==> src/rtl/packet_dispatcher_pkg.sv <==
// Shared constants and types for the packet dispatcher slice.
package packet_dispatcher_pkg;

  // Default packet width and destination field placement
  localparam int PACKET_WIDTH       = 32;
  localparam int DEST_LSB_DEFAULT   = 0;
  localparam int DEST_WIDTH_DEFAULT = 2;

  // Input holding register occupancy
  typedef enum logic {
    ST_EMPTY = 1'b0,
    ST_HOLD  = 1'b1
  } hold_state_e;

endpackage

==> src/rtl/packet_dispatcher_if.sv <==
// Receive/send stream bundle between the packet network and the dispatcher.
interface packet_dispatcher_if
  import packet_dispatcher_pkg::*;
#(
  parameter int DATA_WIDTH  = PACKET_WIDTH,
  parameter int CONNECT_NUM = 3
);
  logic                              RECEIVE_VALID;
  logic                              RECEIVE_READY;
  logic [DATA_WIDTH-1:0]             RECEIVE_DATA;
  logic [CONNECT_NUM-1:0]            SEND_VALID;
  logic [CONNECT_NUM-1:0]            SEND_READY;
  logic [DATA_WIDTH*CONNECT_NUM-1:0] SEND_DATA;
  logic                              DROP;

  modport slave (
    input  RECEIVE_VALID, RECEIVE_DATA, SEND_READY,
    output RECEIVE_READY, SEND_VALID, SEND_DATA, DROP
  );

  modport master (
    output RECEIVE_VALID, RECEIVE_DATA, SEND_READY,
    input  RECEIVE_READY, SEND_VALID, SEND_DATA, DROP
  );
endinterface

==> src/rtl/packet_dispatcher_fifo.sv <==
// Per-output FIFO with valid/ready on both sides; head is zero when empty.
module packet_dispatcher_fifo #(
  parameter int DATA_WIDTH = 32,
  parameter int FIFO_DEPTH = 2
) (
  input  logic                  clk,
  input  logic                  rst,
  input  logic                  in_valid,
  output logic                  in_ready,
  input  logic [DATA_WIDTH-1:0] in_data,
  output logic                  out_valid,
  input  logic                  out_ready,
  output logic [DATA_WIDTH-1:0] out_data
);
  localparam int AW = $clog2(FIFO_DEPTH);

  logic [AW:0]           wr_ptr_q, wr_ptr_d;
  logic [AW:0]           rd_ptr_q, rd_ptr_d;
  logic [DATA_WIDTH-1:0] mem_q [FIFO_DEPTH];
  logic [DATA_WIDTH-1:0] mem_d [FIFO_DEPTH];
  logic                  empty, full, push, pop;

  // Occupancy flags, handshakes and next pointer/storage values
  always_comb begin
    empty     = (wr_ptr_q == rd_ptr_q);
    full      = (wr_ptr_q[AW] != rd_ptr_q[AW]) && (wr_ptr_q[AW-1:0] == rd_ptr_q[AW-1:0]);
    out_valid = !empty;
    in_ready  = !full || out_ready;
    push      = in_valid && in_ready;
    pop       = out_valid && out_ready;
    out_data  = empty ? '0 : mem_q[rd_ptr_q[AW-1:0]];
    wr_ptr_d  = wr_ptr_q + (AW+1)'(push);
    rd_ptr_d  = rd_ptr_q + (AW+1)'(pop);
    mem_d     = mem_q;
    if (push) mem_d[wr_ptr_q[AW-1:0]] = in_data;
  end

  // Pointer and storage registers
  always_ff @(posedge clk) begin
    if (rst) begin
      wr_ptr_q <= '0;
      rd_ptr_q <= '0;
      for (int unsigned i = 0; i < FIFO_DEPTH; i++) mem_q[i] <= '0;
    end else begin
      wr_ptr_q <= wr_ptr_d;
      rd_ptr_q <= rd_ptr_d;
      mem_q    <= mem_d;
    end
  end
endmodule

==> src/rtl/packet_dispatcher.sv <==
// 1-to-N packet router: input holding register, destination decode, DROP pulse,
// and one packet_dispatcher_fifo per output.
// Optional feature macro: DISPATCH_BROADCAST_EN (all-ones destination writes every output).
module packet_dispatcher
  import packet_dispatcher_pkg::*;
#(
  parameter int DATA_WIDTH  = PACKET_WIDTH,
  parameter int CONNECT_NUM = 3,
  parameter int DEST_LSB    = DEST_LSB_DEFAULT,
  parameter int DEST_WIDTH  = DEST_WIDTH_DEFAULT,
  parameter int FIFO_DEPTH  = 2
) (
  input  logic               CLK,
  input  logic               RST,
  packet_dispatcher_if.slave bus
);
  localparam logic [DEST_WIDTH:0] CONNECT_LIMIT = (DEST_WIDTH+1)'(CONNECT_NUM);

  hold_state_e                       state_q, state_d;
  logic [DATA_WIDTH-1:0]             hold_data_q, hold_data_d;
  logic                              drop_q, drop_d;
  logic [DEST_WIDTH-1:0]             dest;
  logic [CONNECT_NUM-1:0]            fifo_ready, fifo_valid, push_vec;
  logic [DATA_WIDTH*CONNECT_NUM-1:0] send_data;
  logic                              consume, receive_ready, accept;

  // Destination decode: a held packet leaves only when its target(s) can take it,
  // so a blocked packet stalls everything behind it.
  always_comb begin
    dest     = hold_data_q[DEST_LSB +: DEST_WIDTH];
    push_vec = '0;
    consume  = 1'b0;
    drop_d   = 1'b0;
    if (state_q == ST_HOLD) begin
`ifdef DISPATCH_BROADCAST_EN
      if (dest == '1) begin
        if (&fifo_ready) begin
          push_vec = '1;
          consume  = 1'b1;
        end
      end else
`endif
      if ({1'b0, dest} < CONNECT_LIMIT) begin
        for (int unsigned i = 0; i < CONNECT_NUM; i++) begin
          if (dest == DEST_WIDTH'(i) && fifo_ready[i]) begin
            push_vec[i] = 1'b1;
            consume     = 1'b1;
          end
        end
      end else begin
        consume = 1'b1;
        drop_d  = 1'b1;
      end
    end
    receive_ready = (state_q == ST_EMPTY) || consume;
    accept        = bus.RECEIVE_VALID && receive_ready;
    state_d       = state_q;
    hold_data_d   = hold_data_q;
    if (accept) begin
      state_d     = ST_HOLD;
      hold_data_d = bus.RECEIVE_DATA;
    end else if (consume) begin
      state_d = ST_EMPTY;
    end
  end

  // Holding register state, data and registered DROP pulse
  always_ff @(posedge CLK) begin
    if (RST) begin
      state_q     <= ST_EMPTY;
      hold_data_q <= '0;
      drop_q      <= 1'b0;
    end else begin
      state_q     <= state_d;
      hold_data_q <= hold_data_d;
      drop_q      <= drop_d;
    end
  end

  for (genvar g = 0; g < CONNECT_NUM; g++) begin : g_out
    packet_dispatcher_fifo #(
      .DATA_WIDTH(DATA_WIDTH),
      .FIFO_DEPTH(FIFO_DEPTH)
    ) u_fifo (
      .clk      (CLK),
      .rst      (RST),
      .in_valid (push_vec[g]),
      .in_ready (fifo_ready[g]),
      .in_data  (hold_data_q),
      .out_valid(fifo_valid[g]),
      .out_ready(bus.SEND_READY[g]),
      .out_data (send_data[DATA_WIDTH*g +: DATA_WIDTH])
    );
  end

  assign bus.RECEIVE_READY = receive_ready;
  assign bus.SEND_VALID    = fifo_valid;
  assign bus.SEND_DATA     = send_data;
  assign bus.DROP          = drop_q;
endmodule

==> src/flat_wrapper.sv <==
// flat-port wrapper written by rule: the top's interface ports become plain ports
module packet_dispatcher_flat import packet_dispatcher_pkg::*;
#(
  parameter int DATA_WIDTH  = PACKET_WIDTH,
  parameter int CONNECT_NUM = 3,
  parameter int DEST_LSB    = DEST_LSB_DEFAULT,
  parameter int DEST_WIDTH  = DEST_WIDTH_DEFAULT,
  parameter int FIFO_DEPTH  = 2
)
  (CLK, RST, bus_RECEIVE_VALID, bus_RECEIVE_DATA, bus_SEND_READY, bus_RECEIVE_READY, bus_SEND_VALID, bus_SEND_DATA, bus_DROP);
  packet_dispatcher_if #(.DATA_WIDTH(DATA_WIDTH), .CONNECT_NUM(CONNECT_NUM)) bus_i ();
  input  logic CLK;
  input  logic RST;
  input wire logic [$bits(bus_i.RECEIVE_VALID)-1:0] bus_RECEIVE_VALID;
  input wire logic [$bits(bus_i.RECEIVE_DATA)-1:0] bus_RECEIVE_DATA;
  input wire logic [$bits(bus_i.SEND_READY)-1:0] bus_SEND_READY;
  output wire logic [$bits(bus_i.RECEIVE_READY)-1:0] bus_RECEIVE_READY;
  output wire logic [$bits(bus_i.SEND_VALID)-1:0] bus_SEND_VALID;
  output wire logic [$bits(bus_i.SEND_DATA)-1:0] bus_SEND_DATA;
  output wire logic [$bits(bus_i.DROP)-1:0] bus_DROP;
  assign bus_i.RECEIVE_VALID = bus_RECEIVE_VALID;
  assign bus_i.RECEIVE_DATA = bus_RECEIVE_DATA;
  assign bus_i.SEND_READY = bus_SEND_READY;
  assign bus_RECEIVE_READY = bus_i.RECEIVE_READY;
  assign bus_SEND_VALID = bus_i.SEND_VALID;
  assign bus_SEND_DATA = bus_i.SEND_DATA;
  assign bus_DROP = bus_i.DROP;
  packet_dispatcher #(.DATA_WIDTH(DATA_WIDTH), .CONNECT_NUM(CONNECT_NUM), .DEST_LSB(DEST_LSB), .DEST_WIDTH(DEST_WIDTH), .FIFO_DEPTH(FIFO_DEPTH)) u_core (.CLK(CLK), .RST(RST), .bus(bus_i));
endmodule
==> config.mk <==
export PLATFORM = sky130hd
export DESIGN_NAME = packet_dispatcher_flat
export DESIGN_NICKNAME = d
export VERILOG_FILES = /design/src/rtl/packet_dispatcher_pkg.sv /design/src/rtl/packet_dispatcher_if.sv /design/src/rtl/packet_dispatcher_fifo.sv /design/src/rtl/packet_dispatcher.sv /design/src/flat_wrapper.sv
export SDC_FILE = /design/constraint.sdc
export NUM_CORES = 1
export LEC_CHECK = 0
export BUFFER_PORTS_ARGS = -buffer_cell sky130_fd_sc_hd__clkbuf_2
export CELL_PAD_IN_SITES_DETAIL_PLACEMENT = 1
export CELL_PAD_IN_SITES_GLOBAL_PLACEMENT = 1
export CORE_MARGIN = 10
export CORE_UTILIZATION = 45
export CTS_CLUSTER_DIAMETER = 80
export DETAILED_ROUTE_END_ITERATION = 6
export HOLD_SLACK_MARGIN = 0.03
export PLACE_DENSITY_LB_ADDON = 0.08
export RECOVER_POWER = 25
export SYNTH_ARGS = -nofsm -noshare
export SYNTH_HDL_FRONTEND = slang
export SYNTH_SLANG_ARGS = --single-unit
==> constraint.sdc <==
create_clock -name CLK -period 2.3 [get_ports CLK]
set_clock_uncertainty 0.05 [all_clocks]
set_input_delay 0.345 -clock CLK [delete_from_list [all_inputs] [get_ports CLK]]
set_output_delay 0.345 -clock CLK [all_outputs]
set_load 0.02 [all_outputs]
==> qor.txt, run 1 <==
crit path capture: bus_SEND_DATA[68]
Worst Setup SP: u_core.g_out[2].u_fifo.wr_ptr_q[0]
Worst setup SP type: flop
worst skew pair latency: 540 ps
total clock sinks: 238
Unique masters post-synth: 27
via count: 7668
Yosys Warn Count: 0
R2R Path End: u_core.g_out[0].u_fifo.mem_q[24]
Antenna diodes: 0
Post-synth EDFFs: 0
clk buf depth: 3
filler cell count in the final layout: 2551
CP max FO: 13
Synth Net Count: 1112
R2R depth: 6
# setup viols final: 0
Syn Area/Cell: 9.77 sq um
die outline area: 29600 sq um
Arr. time, crit path: 1880 ps
Synth Register Bits: 238
WL final: 28600 um
Max rail drop VDD: 0.556 mV
Post-DP Area: 11500 sq um
first-pass GRT wire length: 45300 um
Placement Rows: 55
WP data required: 1900 ps
port bufs: 138
most common cell in the netlist: mux2i_1
largest net degree at the start of global routing: 55
Slew Viols, Final: 0
Pwr Density: 733 nW/um^2
R2R Setup Slk: 190 ps
Hold Crit Depth: 3
Least-Margin Pin Slew: 439 ps
Finished Layout Cells: 1518
Area Growth Syn to Fin: 24.5%
LEAKAGE: 4.74 nW
ys async rst share: 0
Ports: 139
cts bufs inserted: 26
fraction of layout cells with a size suffix above 1: 0.208
largest cells by area after synthesis: dfxtp_1, mux2i_1, nor2_1
Tmin final: 2280 ps
setup TNS: 0 ps
status: finished, final reports clean
hold crit path type: in2reg
f_max: 0.439 GHz
fin area: 12900 sq um
Iteration-0 DRC Markers: 327
via-per-instance ratio: 5.05
Routed wire per std cell: 18.8 um
DRC: 0
Post-DRT Antenna Nets: 0
prevailing post-synth register cell: dfxtp_1
WS Path Type: reg2out
die width: 172 um
Final Util: 0.570
Root Buffer: clkbuf_16
final worst-path cycle share: 0.991
vias in the first global route: 8303
Pre-antenna DRT Iters: 4
clock-pin slew on the worst setup and hold paths: 60 ps
GRT Total Usage: 0.191
GPL Wtd Cong: 0.739
Final Hold Viols: 0
Seq/Total Area, Yosys: 0.458
Max-Cap Viols: 0
Setup crit end kind: primary output
Final nets: 1264
Max-slew headroom: 0.707
Post-Synthesis Cells: 1065
core area: 22700 sq um
Initial Utilization: 0.458
Commonest cells post-synth: mux2i_1, nor2_1, dfxtp_1
Worst R2R Start: u_core.state_q
initial antenna violation count: 0
Synth top area share: 0.458
Die Y: 172 um
HPWL after DPL: 18700 um
Post-Syn Area: 10400 sq um
GRT overflow: 0
TritonCTS clock tree: done
Inst Count DP: 1435
CTS H-tree depth: 1
post-synth top area cell: dfxtp_1
RSZ-0062 raised after global routing: yes
==> power by group <==
part | leakage, nW | internal (W) | switching (W)
Sequential | 1.93 | 0.00420 | 0.000118
Combinational | 2.39 | 0.000420 | 0.000524
Clock | 0.425 | 0.00257 | 0.00167
==> through the flow <==
stage / setup slack, ps / hold slack [ps] / power (W)
6_report: 21.6 / 49.3 / 0.00950
5_1_grt: -35.0 / 52.7 / 0.00986
4_1_cts: 0.174 / 37.1 / 0.00954
3_5_place_dp: 169 / 434 / 0.00522
3_3_place_gp: 250 / 422 / 0.00521
2_1_floorplan: 305 / 409 / 0.00493
==> what timing repair did <==
action	CTS	global route
hold endpoints to repair	31	0
resized for setup	20	33
hold buffers	31	0
pin swaps	4	6
setup endpoints to repair	100	59
buffers inserted	5	3
==> per-layer routing <==
| metal | part of all wire | global-route usage | vias to the layer above |
|---|---|---|---|
| li1 | - | - | 3815 |
| met1 | 0.49 | 0.260 | 3712 |
| met2 | 0.45 | 0.309 | 120 |
| met3 | 0.046 | 0.0335 | 21 |
| met4 | 0.010 | 0.0420 | 0 |
| met5 | 0 | 0 | - |
==> placed cells by master, fill, tap and decap left out, drive strengths merged, types with 9 or more instances in the layout <==
master / instances
xnor2: 9
nand2b: 66
dlygate4sd3: 31
nor2: 303
dfxtp: 238
buf: 48
mux2i: 320
ha: 9
clkbuf: 169
==> worst max-delay path, stage by stage (launching register included) <==
cell and delay [ps]:
dfxtp_2 400, xor2_4 250, nor2b_4 70, buf_4 200
nor2_1 200, clkbuf_2 210
==> worst min path at each step <==
stage,start,endpoint
final,bus_RECEIVE_DATA[11],u_core.hold_data_q[11]
after global routing,bus_RECEIVE_DATA[1],u_core.hold_data_q[1]
after CTS,bus_RECEIVE_DATA[11],u_core.hold_data_q[11]
after detailed placement,u_core.g_out[2].u_fifo.mem_q[46],u_core.g_out[2].u_fifo.mem_q[46]
after global placement,u_core.g_out[0].u_fifo.mem_q[35],u_core.g_out[0].u_fifo.mem_q[35]
after floorplan,u_core.state_q,u_core.bus.DROP
==> sequential cells by signal, summed over array words and instances (netlist names) <==
register and cells:
u_core.bus.DROP 1, u_core.g_out.u_fifo.mem_q 192, u_core.g_out.u_fifo.rd_ptr_q 6, u_core.g_out.u_fifo.wr_ptr_q 6
u_core.hold_data_q 32, u_core.state_q 1
==> area by class of cell <==
class	instances	area [sq um]	share of cell area
Sequential cell	238	4780	0.369
Multi-Input combinational cell	734	5330	0.412
Timing Repair Buffer	209	1590	0.123
Tap cell	285	357	0.0275
Clock buffer	39	791	0.0611
Clock inverter	5	77.6	0.00599
Inverter	8	30.0	0.00232
==> kinds of logic after synthesis <==
logic type | synth area share
AND/OR/NAND/NOR | 0.165
multiplexers | 0.308
flip-flops | 0.458
buffers and inverters | 0.0421
XOR/XNOR | 0.0134
adder cells (fa/ha/maj) | 0.0108
AO/OA/AOI/OAI | 0.00277
No activity file was read; power rests on OpenSTA's default activity.
==> inputs of run 2 (changes only) <==
--- a/config.mk
+++ b/config.mk
@@ -9,7 +9,8 @@
 export CELL_PAD_IN_SITES_DETAIL_PLACEMENT = 1
 export CELL_PAD_IN_SITES_GLOBAL_PLACEMENT = 1
 export CORE_MARGIN = 10
-export CORE_UTILIZATION = 45
+export CORE_UTILIZATION = 46
+export CTS_BUF_LIST = sky130_fd_sc_hd__clkbuf_4
 export CTS_CLUSTER_DIAMETER = 80
 export DETAILED_ROUTE_END_ITERATION = 6
 export HOLD_SLACK_MARGIN = 0.03
==> qor.txt, run 2 (synthesis gave the netlist of run 1 again) <==
f_max: 0.416 GHz
Final nets: 1334
Post-DRT Antenna Nets: 0
largest net degree at the start of global routing: 77
clock-pin slew on the worst setup and hold paths: 80 ps
Ports: 139
final worst-path cycle share: 1.05
Worst Hold End: u_core.g_out[2].u_fifo.rd_ptr_q[0]
largest registers: u_core.g_out.u_fifo.mem_q x192, u_core.hold_data_q x32
failing checks: setup timing
Routed wire per std cell: 21.2 um
Area Growth Syn to Fin: 36.3%
R2R Path End: u_core.g_out[1].u_fifo.mem_q[11]
Least-Margin Pin Slew: 1420 ps
Worst R2R Start: u_core.g_out[1].u_fifo.rd_ptr_q[0]
clk buf depth: 3
Iteration-0 DRC Markers: 423
Initial Utilization: 0.472
Final Util: 0.644
CP max FO: 8
Final Hold Viols: 0
Hold Startpoint: bus_SEND_READY[2]
Post-DP Area: 11500 sq um
DP Worst Slack: 220 ps
Die Y: 170 um
Power Total: 0.00966 W
via count: 8437
Slew Viols, Final: 0
GPL Wtd Cong: 0.750
worst skew pair latency: 670 ps
fin area: 14200 sq um
status: complete, but fails checks
GRT overflow: 0
DRC: 0
RSZ-0062 raised after global routing: yes
critical path's largest stage delay: 370 ps
Tmin final: 2410 ps
R2R Setup Slk: 90 ps
port bufs: 138
WL final: 34300 um
die outline area: 29000 sq um
total clock sinks: 238
vias in the first global route: 8922
Max-slew headroom: 0.0512
HPWL after DPL: 19300 um
via-per-instance ratio: 5.23
CTS H-tree depth: 3
cts bufs inserted: 67
die width: 170 um
Largest register FFs: 192
fraction of layout cells with a size suffix above 1: 0.321
Worst setup SP type: flop
Pre-antenna DRT Iters: 4
Pwr Density: 681 nW/um^2
commonest non-fill, non-tap cells in the layout: mux2i_1, nor2_1, dfxtp_1
first-pass GRT wire length: 48500 um
LEAKAGE: 5.14 nW
TritonCTS clock tree: done
initial antenna violation count: 2
# setup viols final: 95
Hold Slack: 252 ps
worst setup margin: -106 ps
WS Path Type: reg2out
R2R depth: 9
Root Buffer: clkbuf_4
crit path cell chain: xnor2_4 > inv_2 > nor2_4 > buf_6 > buf_12 > nor2_1 > buf_4
Hold Crit Depth: 4
GRT Total Usage: 0.208
Max-Cap Viols: 0
WP data required: 1900 ps
Max rail drop VDD: 0.360 mV
Arr. time, crit path: 2010 ps
Placement Rows: 54
core area: 22000 sq um
Crit-path slowest cell: dfxtp_4
hold crit path type: in2reg
commonest non-fill, non-tap cell in the layout: mux2i_1
Setup crit end kind: primary output
Largest Register: u_core.g_out.u_fifo.mem_q
==> run 2: cell types whose count changed in the layout (fill, tap and decap cells not counted), moves of 10 or more <==
| cell | previous run | this run |
|---|---|---|
| mux2i_2 | 1 | 17 |
| nor2_1 | 296 | 235 |
| buf_6 | 3 | 68 |
| clkbuf_2 | 129 | 58 |
| nor2_2 | 6 | 21 |
| mux2i_1 | 318 | 303 |
| clkinv_1 | 0 | 10 |
| nor2_4 | 1 | 47 |
| clkbuf_4 | 0 | 100 |
| clkbuf_16 | 27 | 6 |
| buf_4 | 21 | 44 |
==> run 2: worst max-delay path by stage <==
| stage | from | to | slack (ps) | cells past startpoint |
|---|---|---|---|---|
| floorplan | u_core.state_q | u_core.g_out[0].u_fifo.mem_q[10] | 310 | 7 |
| global placement | u_core.hold_data_q[1] | u_core.g_out[0].u_fifo.mem_q[19] | 270 | 6 |
| detailed placement | u_core.hold_data_q[1] | u_core.g_out[0].u_fifo.mem_q[19] | 220 | 6 |
| CTS | u_core.g_out[0].u_fifo.rd_ptr_q[1] | bus_SEND_DATA[21] | -110 | 6 |
| global route | u_core.g_out[1].u_fifo.rd_ptr_q[1] | bus_SEND_DATA[36] | -190 | 7 |
| finish | u_core.g_out[1].u_fifo.rd_ptr_q[1] | bus_SEND_DATA[37] | -110 | 7 |
==> run 2: power breakdown <==
| group | internal (W) | switching [W] | leakage, nW |
|---|---|---|---|
| clock network | 0.00217 | 0.00181 | 0.511 |
| registers | 0.00419 | 0.000129 | 1.93 |
| logic | 0.000627 | 0.000737 | 2.70 |
==> run 2: worst max-delay path, delay by kind of cell (launching register included) <==
| family | cells | cell delay [ps] |
|---|---|---|
| buf+inv | 4 | 530 |
| flops | 1 | 370 |
| simple gates | 2 | 240 |
| xor+xnor | 1 | 220 |
==> run 2: through the flow <==
| stage | std cells | setup TNS (ps) |
|---|---|---|
| after detailed placement | 1431 | 0 |
| after floorplan | 1065 | 0 |
| after CTS | 1591 | -7030 |
| final | 1614 | -5520 |
| after global placement | 1431 | 0 |
| after global routing | 1614 | -14580 |
==> run 2: final cells by class <==
type / count / area, sq um
antenna: 2 / 5.00
clock buffer: 98 / 736
clock inverter: 16 / 114
fill: 2344 / 7850
inverter: 8 / 30.0
multi-input combinational: 734 / 5770
sequential: 238 / 4800
tap: 280 / 350
timing repair buffer: 238 / 2370
==> run 2: per-layer routing <==
layer,vias to the layer above,global-route usage,routed length (um)
met3,65,0.0484,1790
met1,4156,0.258,14900
met5,-,0,0
met2,224,0.346,16700
met4,0,0.0706,860
li1,3992,-,-
==> run 2: what timing repair did <==
item	in CTS	in global routing
hold buffers	34	0
buffers inserted	10	16
pin swaps	8	52
hold endpoints to repair	47	0
cloned	2	7
resized for setup	54	355
setup endpoints to repair	100	100
==> inputs of run 3 (changes only) <==
--- a/config.mk
+++ b/config.mk
@@ -5,17 +5,19 @@
 export SDC_FILE = /design/constraint.sdc
 export NUM_CORES = 1
 export LEC_CHECK = 0
+export ABC_AREA = 1
 export BUFFER_PORTS_ARGS = -buffer_cell sky130_fd_sc_hd__clkbuf_2
 export CELL_PAD_IN_SITES_DETAIL_PLACEMENT = 1
 export CELL_PAD_IN_SITES_GLOBAL_PLACEMENT = 1
 export CORE_MARGIN = 10
-export CORE_UTILIZATION = 46
+export CORE_UTILIZATION = 43
 export CTS_BUF_LIST = sky130_fd_sc_hd__clkbuf_4
 export CTS_CLUSTER_DIAMETER = 80
 export DETAILED_ROUTE_END_ITERATION = 6
 export HOLD_SLACK_MARGIN = 0.03
 export PLACE_DENSITY_LB_ADDON = 0.08
 export RECOVER_POWER = 25
+export SETUP_SLACK_MARGIN = 0.5
 export SYNTH_ARGS = -nofsm -noshare
 export SYNTH_HDL_FRONTEND = slang
 export SYNTH_SLANG_ARGS = --single-unit
==> qor.txt, run 3 <==
Power Total: 0.0114 W
Die Y: 174 um
die width: 174 um
worst setup margin: -129 ps
status: complete, but fails checks
Max rail drop VDD: 0.484 mV
Largest Register: u_core.g_out.u_fifo.mem_q
RSZ-0062 raised after global routing: yes
Routed wire per std cell: 27.9 um
Ports: 139
largest cells by area after synthesis: dfxtp_1, nor2_1, o21ai_0
Max-Cap Viols: 0
via-per-instance ratio: 6.00
Unique masters post-synth: 26
CP max FO: 6
Largest register FFs: 192
Yosys Warn Count: 0
Arr. time, crit path: 2030 ps
HPWL after DPL: 21900 um
prevailing post-synth register cell: dfxtp_1
Worst setup SP type: flop
Setup crit end kind: primary output
first-pass GRT wire length: 63800 um
GRT Total Usage: 0.259
Hold Slack: 141 ps
TritonCTS clock tree: done
crit path capture: bus_SEND_DATA[31]
WL final: 57600 um
commonest non-fill, non-tap cells in the layout: nor2_1, nand2_1, dfxtp_1
LEAKAGE: 6.67 nW
via count: 12400
Post-Synthesis Cells: 1464
cts bufs inserted: 66
Post-DRT Antenna Nets: 0
# setup viols final: 96
die outline area: 30200 sq um
WS Path Type: reg2out
post-synth top area cell: dfxtp_1
Syn Area/Cell: 6.94 sq um
Worst Setup SP: u_core.g_out[0].u_fifo.wr_ptr_q[0]
initial antenna violation count: 1
Final nets: 1746
ys async rst share: 0
commonest non-fill, non-tap cell in the layout: nor2_1
Final Hold Viols: 0
Root Buffer: clkbuf_4
Synth top area share: 0.469
f_max: 0.412 GHz
filler cell count in the final layout: 2671
Pre-antenna DRT Iters: 6
Seq/Total Area, Yosys: 0.469
port bufs: 138
Post-synth EDFFs: 0
Placement Rows: 56
setup TNS: -4240 ps
largest net degree at the start of global routing: 149
hold crit path type: in2reg
WP data required: 1900 ps
Hold Crit Depth: 6
CTS H-tree depth: 3
clock-pin slew on the worst setup and hold paths: 70 ps
Commonest cells post-synth: nor2_1, nand2_1, dfxtp_1
Tmin final: 2430 ps
worst skew pair latency: 730 ps
core area: 23300 sq um
vias in the first global route: 11700
failing checks: setup timing
Post-Syn Area: 10200 sq um
clk buf depth: 3
Synth Net Count: 1511
R2R Setup Slk: 30 ps
Pwr Density: 708 nW/um^2
R2R depth: 14
total clock sinks: 238
DP Worst Slack: 327 ps
fraction of layout cells with a size suffix above 1: 0.355
Worst R2R Start: u_core.g_out[0].u_fifo.rd_ptr_q[1]
Least-Margin Pin Slew: 1000 ps
Slew Viols, Final: 0
R2R Path End: u_core.g_out[0].u_fifo.mem_q[41]
largest registers: u_core.g_out.u_fifo.mem_q x192, u_core.hold_data_q x32
most common cell in the netlist: nor2_1
GPL Wtd Cong: 0.834
Iteration-0 DRC Markers: 1298
DRC: 0
Max-slew headroom: 0.332
Area Growth Syn to Fin: 58.3%
Synth Register Bits: 238
GRT overflow: 0
Initial Utilization: 0.435
final worst-path cycle share: 1.06
-- run 3: power breakdown --
| group | leakage (nW) | switching, W | total [W] | internal [W] |
|---|---|---|---|---|
| combinational | 4.20 | 0.00142 | 0.00237 | 0.000952 |
| sequential | 1.94 | 0.000319 | 0.00462 | 0.00430 |
| clock | 0.523 | 0.00218 | 0.00440 | 0.00221 |
-- run 3: cell type report --
class	count	area, sq um	share of cell area
antenna	1	2.50	0.000156
clock buffer	100	751	0.0467
clock inverter	16	114	0.00708
inverter	68	303	0.0188
multi-input combinational	1053	6140	0.382
sequential	238	4790	0.298
tap	319	399	0.0248
timing repair buffer	272	3580	0.223
-- run 3: logic make-up after synthesis --
family | Yosys count | synth area share
buf+inv | 173 | 0.0748
simple gates | 734 | 0.290
flops | 238 | 0.469
xor+xnor | 4 | 0.00345
compound gates | 306 | 0.151
fa+ha+maj | 9 | 0.0111
-- run 3: worst min-delay path by stage --
stage               slack (ps)                               start                            endpoint
finish                     140                   bus_SEND_READY[1]  u_core.g_out[1].u_fifo.rd_ptr_q[0]
floorplan                  360                                 RST                      u_core.state_q
global placement           420  u_core.g_out[2].u_fifo.wr_ptr_q[1]  u_core.g_out[2].u_fifo.wr_ptr_q[1]
CTS                        110                   bus_SEND_READY[1]  u_core.g_out[1].u_fifo.rd_ptr_q[0]
global route               180                   bus_SEND_READY[1]  u_core.g_out[1].u_fifo.rd_ptr_q[0]
detailed placement         430    u_core.g_out[0].u_fifo.mem_q[11]    u_core.g_out[0].u_fifo.mem_q[11]
-- run 3: routing by layer --
metal	part of all wire	vias up	global-route usage
met5	0	-	0
met4	0.070	0	0.0998
li1	-	5141	-
met1	0.36	6132	0.308
met2	0.50	809	0.443
met3	0.074	316	0.0586
-- run 3: timing repair --
action,4_1_cts,5_1_grt
resized for setup,425,340
cloned,11,17
buffers inserted,16,21
hold buffers,34,0
endpoints found under the setup margin,293,318
endpoints found under the hold margin,34,0
pin swaps,10,48
-- run 3: through the flow --
step,cell area [sq um],utilization,std cells
floorplan,10200,-,1464
global placement,11100,0.475,1851
detailed placement,11100,0.475,1851
CTS,14500,0.620,2028
global route,16100,0.689,2067
finish,16100,0.689,2067
-- run 3: critical path, stage by stage (launching register included) --
cell and delay (ps):
dfxtp_4 370, nand2_1 140, nand2_4 100, nand2_4 120
inv_8 80, clkbuf_16 180, a21oi_4 180, buf_8 140
